### src/rtl/toggle_hs_rx.sv
// toggle_hs_rx: two-phase (toggle) handshake receiver feeding a show-ahead FIFO with valid/ready output.
// Optional `TOGGLE_RX_EVT_CNT_EN adds a saturating 16-bit accepted-word counter (evt_cnt).
module toggle_hs_rx #(
    parameter int DW    = 8,
    parameter int DEPTH = 4,
    parameter int SYNC  = 2
) (
    input  logic                     clk,
    input  logic                     rst,
    input  logic                     req_t,
    input  logic [DW-1:0]            req_data,
    output logic                     ack_t,
    output logic [DW-1:0]            out_data,
    output logic                     out_valid,
    input  logic                     out_ready,
    output logic                     full,
    output logic [$clog2(DEPTH):0]   count
`ifdef TOGGLE_RX_EVT_CNT_EN
    ,
    output logic [15:0]              evt_cnt
`endif
);
    localparam int AW = $clog2(DEPTH);

    logic [SYNC-1:0] sync_q;
    logic [DW-1:0]   mem [DEPTH];
    logic [AW-1:0]   wr_ptr, rd_ptr;
    logic            req_s, push, pop;

    assign req_s     = sync_q[SYNC-1];
    assign full      = count == DEPTH[AW:0];
    assign out_valid = count != '0;
    assign out_data  = out_valid ? mem[rd_ptr] : '0;
    // push sees full from before the edge, so a same-edge pop never makes room for a push
    assign push      = (req_s != ack_t) && !full;
    assign pop       = out_valid && out_ready;

    always_ff @(posedge clk) begin
        if (!rst) begin
            sync_q <= '0;
            ack_t  <= 1'b0;
            wr_ptr <= '0;
            rd_ptr <= '0;
            count  <= '0;
        end else begin
            sync_q <= {sync_q[SYNC-2:0], req_t};
            if (push) begin
                ack_t  <= ~ack_t;
                wr_ptr <= wr_ptr + 1'b1;
            end
            if (pop) rd_ptr <= rd_ptr + 1'b1;
            count <= (push && !pop) ? count + 1'b1 : (pop && !push) ? count - 1'b1 : count;
        end
    end

    always_ff @(posedge clk) begin
        if (rst && push) mem[wr_ptr] <= req_data;
    end

`ifdef TOGGLE_RX_EVT_CNT_EN
    always_ff @(posedge clk) begin
        if (!rst) evt_cnt <= '0;
        else if (push && evt_cnt != 16'hFFFF) evt_cnt <= evt_cnt + 1'b1;
    end
`endif
endmodule

### config.mk
export PLATFORM = sky130hd
export DESIGN_NAME = toggle_hs_rx
export DESIGN_NICKNAME = d
export VERILOG_FILES = /design/src/rtl/toggle_hs_rx.sv
export SDC_FILE = /design/constraint.sdc
export NUM_CORES = 1
export LEC_CHECK = 0
export ABC_AREA = 1
export CAP_MARGIN = 20
export CORE_MARGIN = 2
export CORE_UTILIZATION = 30
export DETAILED_ROUTE_END_ITERATION = 7
export PLACE_DENSITY = 0.6
export SYNTH_ARGS = -nofsm -noshare
export SYNTH_HDL_FRONTEND = slang
export SYNTH_SLANG_ARGS = --single-unit
### constraint.sdc
create_clock -name clk -period 3.8 [get_ports clk]
set_input_delay 0.76 -clock clk [delete_from_list [all_inputs] [get_ports clk]]
set_output_delay 0.76 -clock clk [all_outputs]
set_load 0.02 [all_outputs]
==> results of run 1 <==
through the flow:
stage	hold WS, ns	total power [W]	cell area, um2	instances	utilization
after floorplan	0.390	0.00103	1940	185	-
after global placement	0.412	0.00124	2250	286	0.357
after detailed placement	0.422	0.00124	2250	286	0.357
after CTS	0.444	0.00154	2340	294	0.370
after global routing	0.451	0.00161	2340	294	0.370
final	0.431	0.00151	2340	294	0.370
flip-flops by register name (all words and copies together) (netlist names), named ones only:
signal	cells
mem	32
count	3
rd_ptr	2
sync_q	2
wr_ptr	2
ack_t	1
metal layers:
layer / routed length (um) / track usage / up-vias
met5: 0 / 0 / -
met4: 57 / 0.0433 / 0
met3: 120 / 0.0315 / 5
met2: 1780 / 0.189 / 18
met1: 1520 / 0.116 / 585
li1: - / - / 664
power by group:
part           leakage (nW)  switching [W]  total [W]  internal, W
sequential            0.387      0.0000544   0.000616     0.000562
clock                0.0479       0.000160   0.000289     0.000128
combinational         0.492       0.000356   0.000609     0.000252
cell usage in the layout, fill, tap and decap left out, drive strengths merged:
master / n
nand2: 50
edfxtp: 32
clkdlybuf4s50: 25
nor2: 23
inv: 21
a21oi: 14
dfxtp: 12
o21ai: 11
nand3: 6
ha: 5
clkbuf: 5
nor3b: 4
buf: 4
clkinv: 3
nand4: 1
fa: 1
worst max-delay path by stage:
stage,startpoint,end,slack [ns],depth (start not counted)
after global placement,flip-flop,out_data[2],1.12,5
after detailed placement,flip-flop,out_data[0],1.07,5
after global routing,flip-flop,out_data[0],0.56,5
after floorplan,rst,mem[1][0]$_DFFE_PP_,1.71,3
after CTS,flip-flop,out_data[0],0.73,5
final,flip-flop,out_data[2],0.80,5
worst min-delay path: stages, from the launching register on:
cell and delay, ns:
dfxtp_1 0.32, nand2_1 0.05, inv_1 0.04
final cells by class:
type	instances	area, um2	share of cell area
clock inverter	3	18.8	0.00803
clock buffer	5	68.8	0.0294
inverter	21	83.8	0.0358
timing repair buffer	29	280	0.120
multi-input combinational	115	589	0.252
tap	77	96.3	0.0412
sequential	44	1200	0.514
cell families after synthesis:
| group | after synthesis |
|---|---|
| AO/OA/AOI/OAI | 25 |
| AND/OR/NAND/NOR | 84 |
| buffers and inverters | 26 |
| adder cells (fa/ha/maj) | 6 |
| flip-flops | 44 |
==> results.md, run 1 <==
- The run finished with clean final reports.
- The last weighted congestion value of the routability-driven placer is 0.754.
- Sorting the synthesized cells by area gives the leading types as edfxtp_1, dfxtp_1, nand2_1.
- The worst pin sits at a relative slew slack of 0.452.
- Measured along the x axis, the die boundary spans 84.4 um.
- In this run, synthesis inferred 32 flip-flops with an integrated enable.
- The portion of synthesized area spent on multiplexers is 0.
- The type of the most critical hold path is reg2reg.
- After synthesis, the netlist uses 23 different library cells.
- After synthesis, the largest family of logic cells by area is simple AND/OR/NAND/NOR gates.
- The register-to-register setup slack is 1.88 ns.
- The CTS tree is built.
- The count of standard-cell rows is 29.
- The total number of clock tree sinks is 44.
- For the worst setup path, the data required time is 3.04 ns.
- The maximum net fanout on the critical path is 17.
- The cell sitting at the root of the clock tree is a clkbuf_8.
- The vertical die dimension is 84.4 um.
- The number of cells on the worst reg-to-reg path is 12.
- The maximum cell stage delay along the critical path is 0.86 ns.
- The startpoint of the tightest hold check path is sync_q[0]$_SDFF_PN0_.
- The cell area power density is 647 nW/um2.
- The combined buffer and inverter count along the critical path is 1.
- The sum of overflow across all layers after global routing is 0.
- Of all flip-flops after synthesis, the portion carrying an async set or reset was 0.
- The summed negative setup slack over all endpoints is 0 ns.
- The largest total area in the synthesized netlist belongs to edfxtp_1.
- Walking the worst path, the cells encountered are nor2_1, nor2_1, o21ai_0, a21oi_1, clkdlybuf4s50_1.
- The clock transition at the registers of the reported paths is 0.08 ns.
- The worst hold path passes through 2 cells.
- The number of nets with antenna violations after routing is 0.
- The number of top-level design ports is 26.
- The hold-critical path endpoint is sync_q[1]$_SDFF_PN0_.
- The critical path in this run is classified as reg2out.
- The largest net degree at the start of global routing is 18.
- The count of H-tree levels built during CTS is 2.
- The kind of end point of the critical path is an output port.
- The worst register-to-register path ends at count[2]$_SDFFE_PN0P_.
- The simple-gate portion of the synthesized area is 0.195.
- The tool flagged a number of max-cap violations equal to 0.
- The critical-path cell with the highest stage delay is dfxtp_1.
- Compared with the post-synthesis result, the final layout area differs by 20.7%.
- The number of buffers on the longest clock path is 2.
- During placement, the flow inserted port buffers numbering 25.
- At the pin with the least slew margin, the transition time is 0.821 ns.
- Between clock sinks in the finished design, the worst skew comes to 0.00657 ns.
- Setup repair after global routing left no endpoint under its margin.
- The diode insertion count for antenna repair is 0.
- The standby leakage power is 0.928 nW.
- The floorplan step defined a die boundary enclosing 7110 um2.
- The share of synthesized area in the top cell type comes to 0.496.
- After clock tree synthesis, the repair step resized 0 gates.
- The final-stage net count is 234.
- The synthesis warning total is 0.
- Of the total synthesized cell area, the portion taken by full adders, half adders and majority gates is 0.0426.
- The achievable clock frequency is 0.333 GHz.
- The number of setup buffers added after CTS is 0.
- The fraction of the mapped netlist area in compound gates came to 0.0665.
- Once detailed placement completed, the half-perimeter wirelength came to 2380 um.
- The worst register-to-register path begins at count[1]$_SDFFE_PN0P_.
- In the routed design, unresolved DRC markers number 0.
- The number of vias after detailed routing is 1272.
- The hold violation total from the final report was 0.
- After filler insertion, the fill cell instance count of the layout stands at 644.
- After synthesis the cells add up to 1940 um2.
- Data on the critical path arrives at its endpoint at 2.24 ns.
- The first-pass GRT wire length is 5810 um.
- Sorting the synthesized cells by how often they occur yields nand2_1, edfxtp_1, nor2_1.
- The worst setup slack after layout is 0.799 ns.
- The share of final-layout standard cells stronger than drive strength 1 is 0.129.
- The number of setup violations in the final report is 0.
- The via count of the first global-routing pass is 1242.
- The kind of cell adding the most delay to the critical path is flip-flops.
- The post-synth net total is 203.
- Synthesis produced 185 cells.
- The number of DRC markers after the initial detailed-route iteration is 71.
- The via density per instance is 4.33.
- Buffers inserted to repair hold after CTS numbered 0.
- For this run, the total global-route usage over all layers was measured as 0.105.
- The clock insertion delay at the later pin of the skew report is 0.30 ns.
- The worst setup path is launched from a flip-flop.
- The cell repeated most along the worst path is nor2_1.
- After detailed routing, the total wire length is 3480 um.
- The register area share after synthesis is 0.620.
- The average wire length per cell after detail routing is 11.8 um.
- In the synthesized netlist the dominant register cell turns out to be edfxtp_1.
- The maximum resistive drop on vdd is 0.369 mV.
- In this run the mean area of a mapped cell was 10.5 um2.
- The initial standard-cell utilization of the core is 0.307.
- Prior to clock tree synthesis, the placed netlist has a worst setup slack of 1.07 ns.
- The final critical path time including I/O delays and setup is 3.00 ns.
- The detailed-router iteration count before antenna repair is 4.
- The core region is 6310 um2.
- The post-synthesis sequential element count is 44.
- The final number of max-transition violations is 0.
- The CTS buffer count is 5.
- The most frequent cell after synthesis is nand2_1.
- The initial antenna violation count was 0.
- Dividing the final minimum period by the clock period gives 0.790.
- The synthesized-area fraction occupied by xor and xnor cells is 0.
No activity file was read; power rests on OpenSTA's default activity.
==> run 2: changes to the inputs <==
==> constraint.sdc (replaced) <==
create_clock -name clk -period 3.05 [get_ports clk]
set_input_delay 0.61 -clock clk [delete_from_list [all_inputs] [get_ports clk]]
set_output_delay 0.61 -clock clk [all_outputs]
set_load 0.02 [all_outputs]
==> results.md, run 2 (synthesis results as in run 1) <==
- The via count of the first global-routing pass came to 1294 (+4.2%).
- From synthesis to final layout, the design area changed by 21.1%.
- The number of vias after detailed routing came to 1269 (-0.24%).
- The startpoint identified for the worst hold timing path is sync_q[0]$_SDFF_PN0_.
- The share of final-layout standard cells stronger than drive strength 1 was 0.133 (+0.00400).
- The combined buffer and inverter count along the critical path is 2 (+1).
- The number of buffers on the longest clock path is 2 (unchanged).
- The worst path needs 2.75 ns of the cycle, external delays included.
- The achievable clock frequency is 0.364 GHz.
- The number of cells in the finished layout apart from fillers is 295 (+0.34%).
- The type of the setup path with the least slack is reg2out.
- The clock insertion delay at the later pin of the skew report is 0.29 ns (about the same).
- The count of H-tree levels built during CTS is 2 (unchanged).
- The critical path goes through buf_4, nor2_1, nor2_1, o21ai_0, a21oi_1, clkdlybuf4s50_1.
- The net switching power figure is 0.000707 W (+24%).
- The final number of max-transition violations is 0 (unchanged).
- The initial antenna violation count is 0 (unchanged).
- The largest registers in the layout are mem: 32 flops, count: 3 flops.
- The sum of overflow across all layers after global routing is 0 (unchanged).
- The detailed-route wire length is 3400 um (-2.2%).
- The first-pass GRT wire length came to 5820 um (+0.12%).
- The diode insertion count for antenna repair is 0 (unchanged).
- The number of post-CTS setup repair buffers is 0 (unchanged).
- The number of DRC markers after the initial detailed-route iteration is 67 (-5.6%).
- The power share of the combinational group is 0.412 (+0.010).
- The post-cts hold buffer count is 0 (unchanged).
- The library cells used most frequently in the layout, excluding fill and tap cells, are nand2_1, edfxtp_1, clkdlybuf4s50_1.
- The via density per instance is 4.30 (-0.57%).
- The detailed-router iteration count before antenna repair is 4 (unchanged).
- The signal arrival time at the worst endpoint is 2.14 ns (-0.10 ns).
- The fraction of power consumed by sequential logic was 0.400 (-0.007).
- The fraction of power spent switching nets is 0.375 (-0.00202).
- The sum of net half-perimeters after detailed placement came to 2390 um (+0.57%).
- The average wire length per cell after detail routing is 11.5 um (-2.5%).
- The number of nets with antenna violations after routing is 0 (unchanged).
- Leaving out fill and tap cells, the most frequent cell in the layout is nand2_1.
- The residual DRC count was 0 (unchanged).
- The slowest stage of the critical path belongs to the cell clkdlybuf4s50_1.
- The count of standard-cell rows is 29 (unchanged).
- The standby leakage power is 0.933 nW (+0.56%).
- The slew at the pin with the worst max-slew slack came to 0.502 ns (-0.319 ns).
- The summed negative setup slack over all endpoints came to 0 ns (unchanged).
- The number of gates given a new drive strength after cts is 0 (unchanged).
- The cell area power density is 803 nW/um2 (+24%).
- The internal cell power came to 0.00118 W (+25%).
- The quantity of I/O buffers inserted on ports was 25 (unchanged).
- The maximum cell stage delay along the critical path is 0.62 ns (-0.24 ns).
- The core occupancy in the finished layout is 0.372 (+0.00119).
- The origin of the critical flop-to-flop path is count[0]$_SDFFE_PN0P_.
- The number of placed cells counting well taps is 287 (+0.35%).
- The element type at the critical path start is a flip-flop.
- The tightest slew margin relative to the limit is 0.665 (+0.213).
- The filler cell count is 652 (+1.2%).
- The portion of total power attributed to the clock network was 0.188 (-0.003).
- The CTS buffer count is 5 (unchanged).
- In this run the worst hold path is classified as reg2reg.
- The initial standard-cell utilization of the core is 0.307 (unchanged).
- The worst setup path is captured at an output port.
- The data required time of the critical path came to 2.44 ns (-0.60 ns).
- The total core area is 6310 um2 (unchanged).
- The clock transition at the registers of the reported paths is 0.08 ns (about the same).
- The combined global-route utilization of all metal layers is 0.105 (about the same).
- The final-stage net count is 235 (+0.43%).
- The area enclosed by the die boundary was 7110 um2 (unchanged).
- In this design, the critical path's most frequently occurring cell is nor2_1.
- The total number of clock tree sinks is 44 (unchanged).
- The hold violation total from the final report is 0 (unchanged).
- TritonCTS built the clock tree.
- The fraction of the cycle the final worst path needs is 0.901.
- The vertical die dimension is 84.4 um (unchanged).
- The last weighted congestion value of the routability-driven placer was 0.746 (-1.1%).
- The number of top-level design ports is 26 (unchanged).
- The maximum net fanout on the critical path is 9 (-8).
- The kind of cell adding the most delay to the critical path is buffers and inverters.
- The cell at the root of the clock tree is clkbuf_8.
- The worst-case hold slack is 0.423 ns (-0.00768 ns).
- The maximum resistive drop on vdd came to 0.420 mV (+14%).
- The number of setup violations in the final report is 0 (unchanged).
- The largest net degree at the start of global routing is 17 (-1).
- Setup repair after global routing left no endpoint under its margin.
- The die span in x is 84.4 um (unchanged).
- The run finished with clean final reports.
- The flip-flop count of the largest register after layout was 32 (unchanged).
- The worst clock skew is 0.00284 ns (-0.00373 ns).
- The register with the most flip-flops is mem.
- The count of maximum capacitance violations is 0 (unchanged).
[run 2: worst min-delay path: stages (launching register included)]
cell and delay, ns:
dfxtp_1 0.31, nand2_1 0.05, inv_1 0.04
[run 2: stage by stage]
| stage | total power [W] | area [um2] | setup WS (ns) |
|---|---|---|---|
| detailed placement | 0.00155 | 2260 | 0.575 |
| global route | 0.00202 | 2350 | 0.0788 |
| global placement | 0.00155 | 2260 | 0.584 |
| CTS | 0.00191 | 2350 | 0.239 |
| floorplan | 0.00128 | 1940 | 1.11 |
| finish | 0.00188 | 2350 | 0.301 |
[run 2: routing by layer]
metal,up-vias,global-route usage,share of wire
li1,664,-,-
met1,579,0.115,0.42
met2,21,0.187,0.52
met3,5,0.0256,0.040
met4,0,0.0577,0.016
met5,-,0,0
[run 2: power by group through the flow]
stage	registers [W]	clock network (W)	logic (W)
2_1_floorplan	0.000773	0	0.000510
3_3_place_gp	0.000767	0	0.000782
3_5_place_dp	0.000768	0	0.000786
4_1_cts	0.000755	0.000368	0.000790
5_1_grt	0.000763	0.000392	0.000869
6_report	0.000753	0.000355	0.000776
[run 2: worst paths after layout]
check,endpoint,depth (start not counted),slack [ns]
hold / removal,sync_q[1]$_SDFF_PN0_,2,0.42
setup reg to reg,count[1]$_SDFFE_PN0P_,9,1.16
setup / recovery,out_data[0],6,0.30
hold reg to reg,sync_q[1]$_SDFF_PN0_,2,0.42
[run 2: final cells by class]
class	instances	area, um2	area share
Timing Repair Buffer	30	288	0.123
Inverter	21	83.8	0.0357
Clock inverter	3	18.8	0.00800
Multi-Input combinational cell	115	589	0.251
Sequential cell	44	1200	0.512
Tap cell	77	96.3	0.0411
Clock buffer	5	68.8	0.0293
==> run 3: changes to the inputs <==
--- a/config.mk
+++ b/config.mk
@@ -6,6 +6,7 @@
 export NUM_CORES = 1
 export LEC_CHECK = 0
 export ABC_AREA = 1
+export ABC_CLOCK_PERIOD_IN_PS = 3050
 export CAP_MARGIN = 20
 export CORE_MARGIN = 2
 export CORE_UTILIZATION = 30
@@ -14,3 +15,4 @@
 export SYNTH_ARGS = -nofsm -noshare
 export SYNTH_HDL_FRONTEND = slang
 export SYNTH_SLANG_ARGS = --single-unit
+export TNS_END_PERCENT = 100
==> results of run 3 <==
The final DEF is identical to that of run 2; final timing and power are the same.
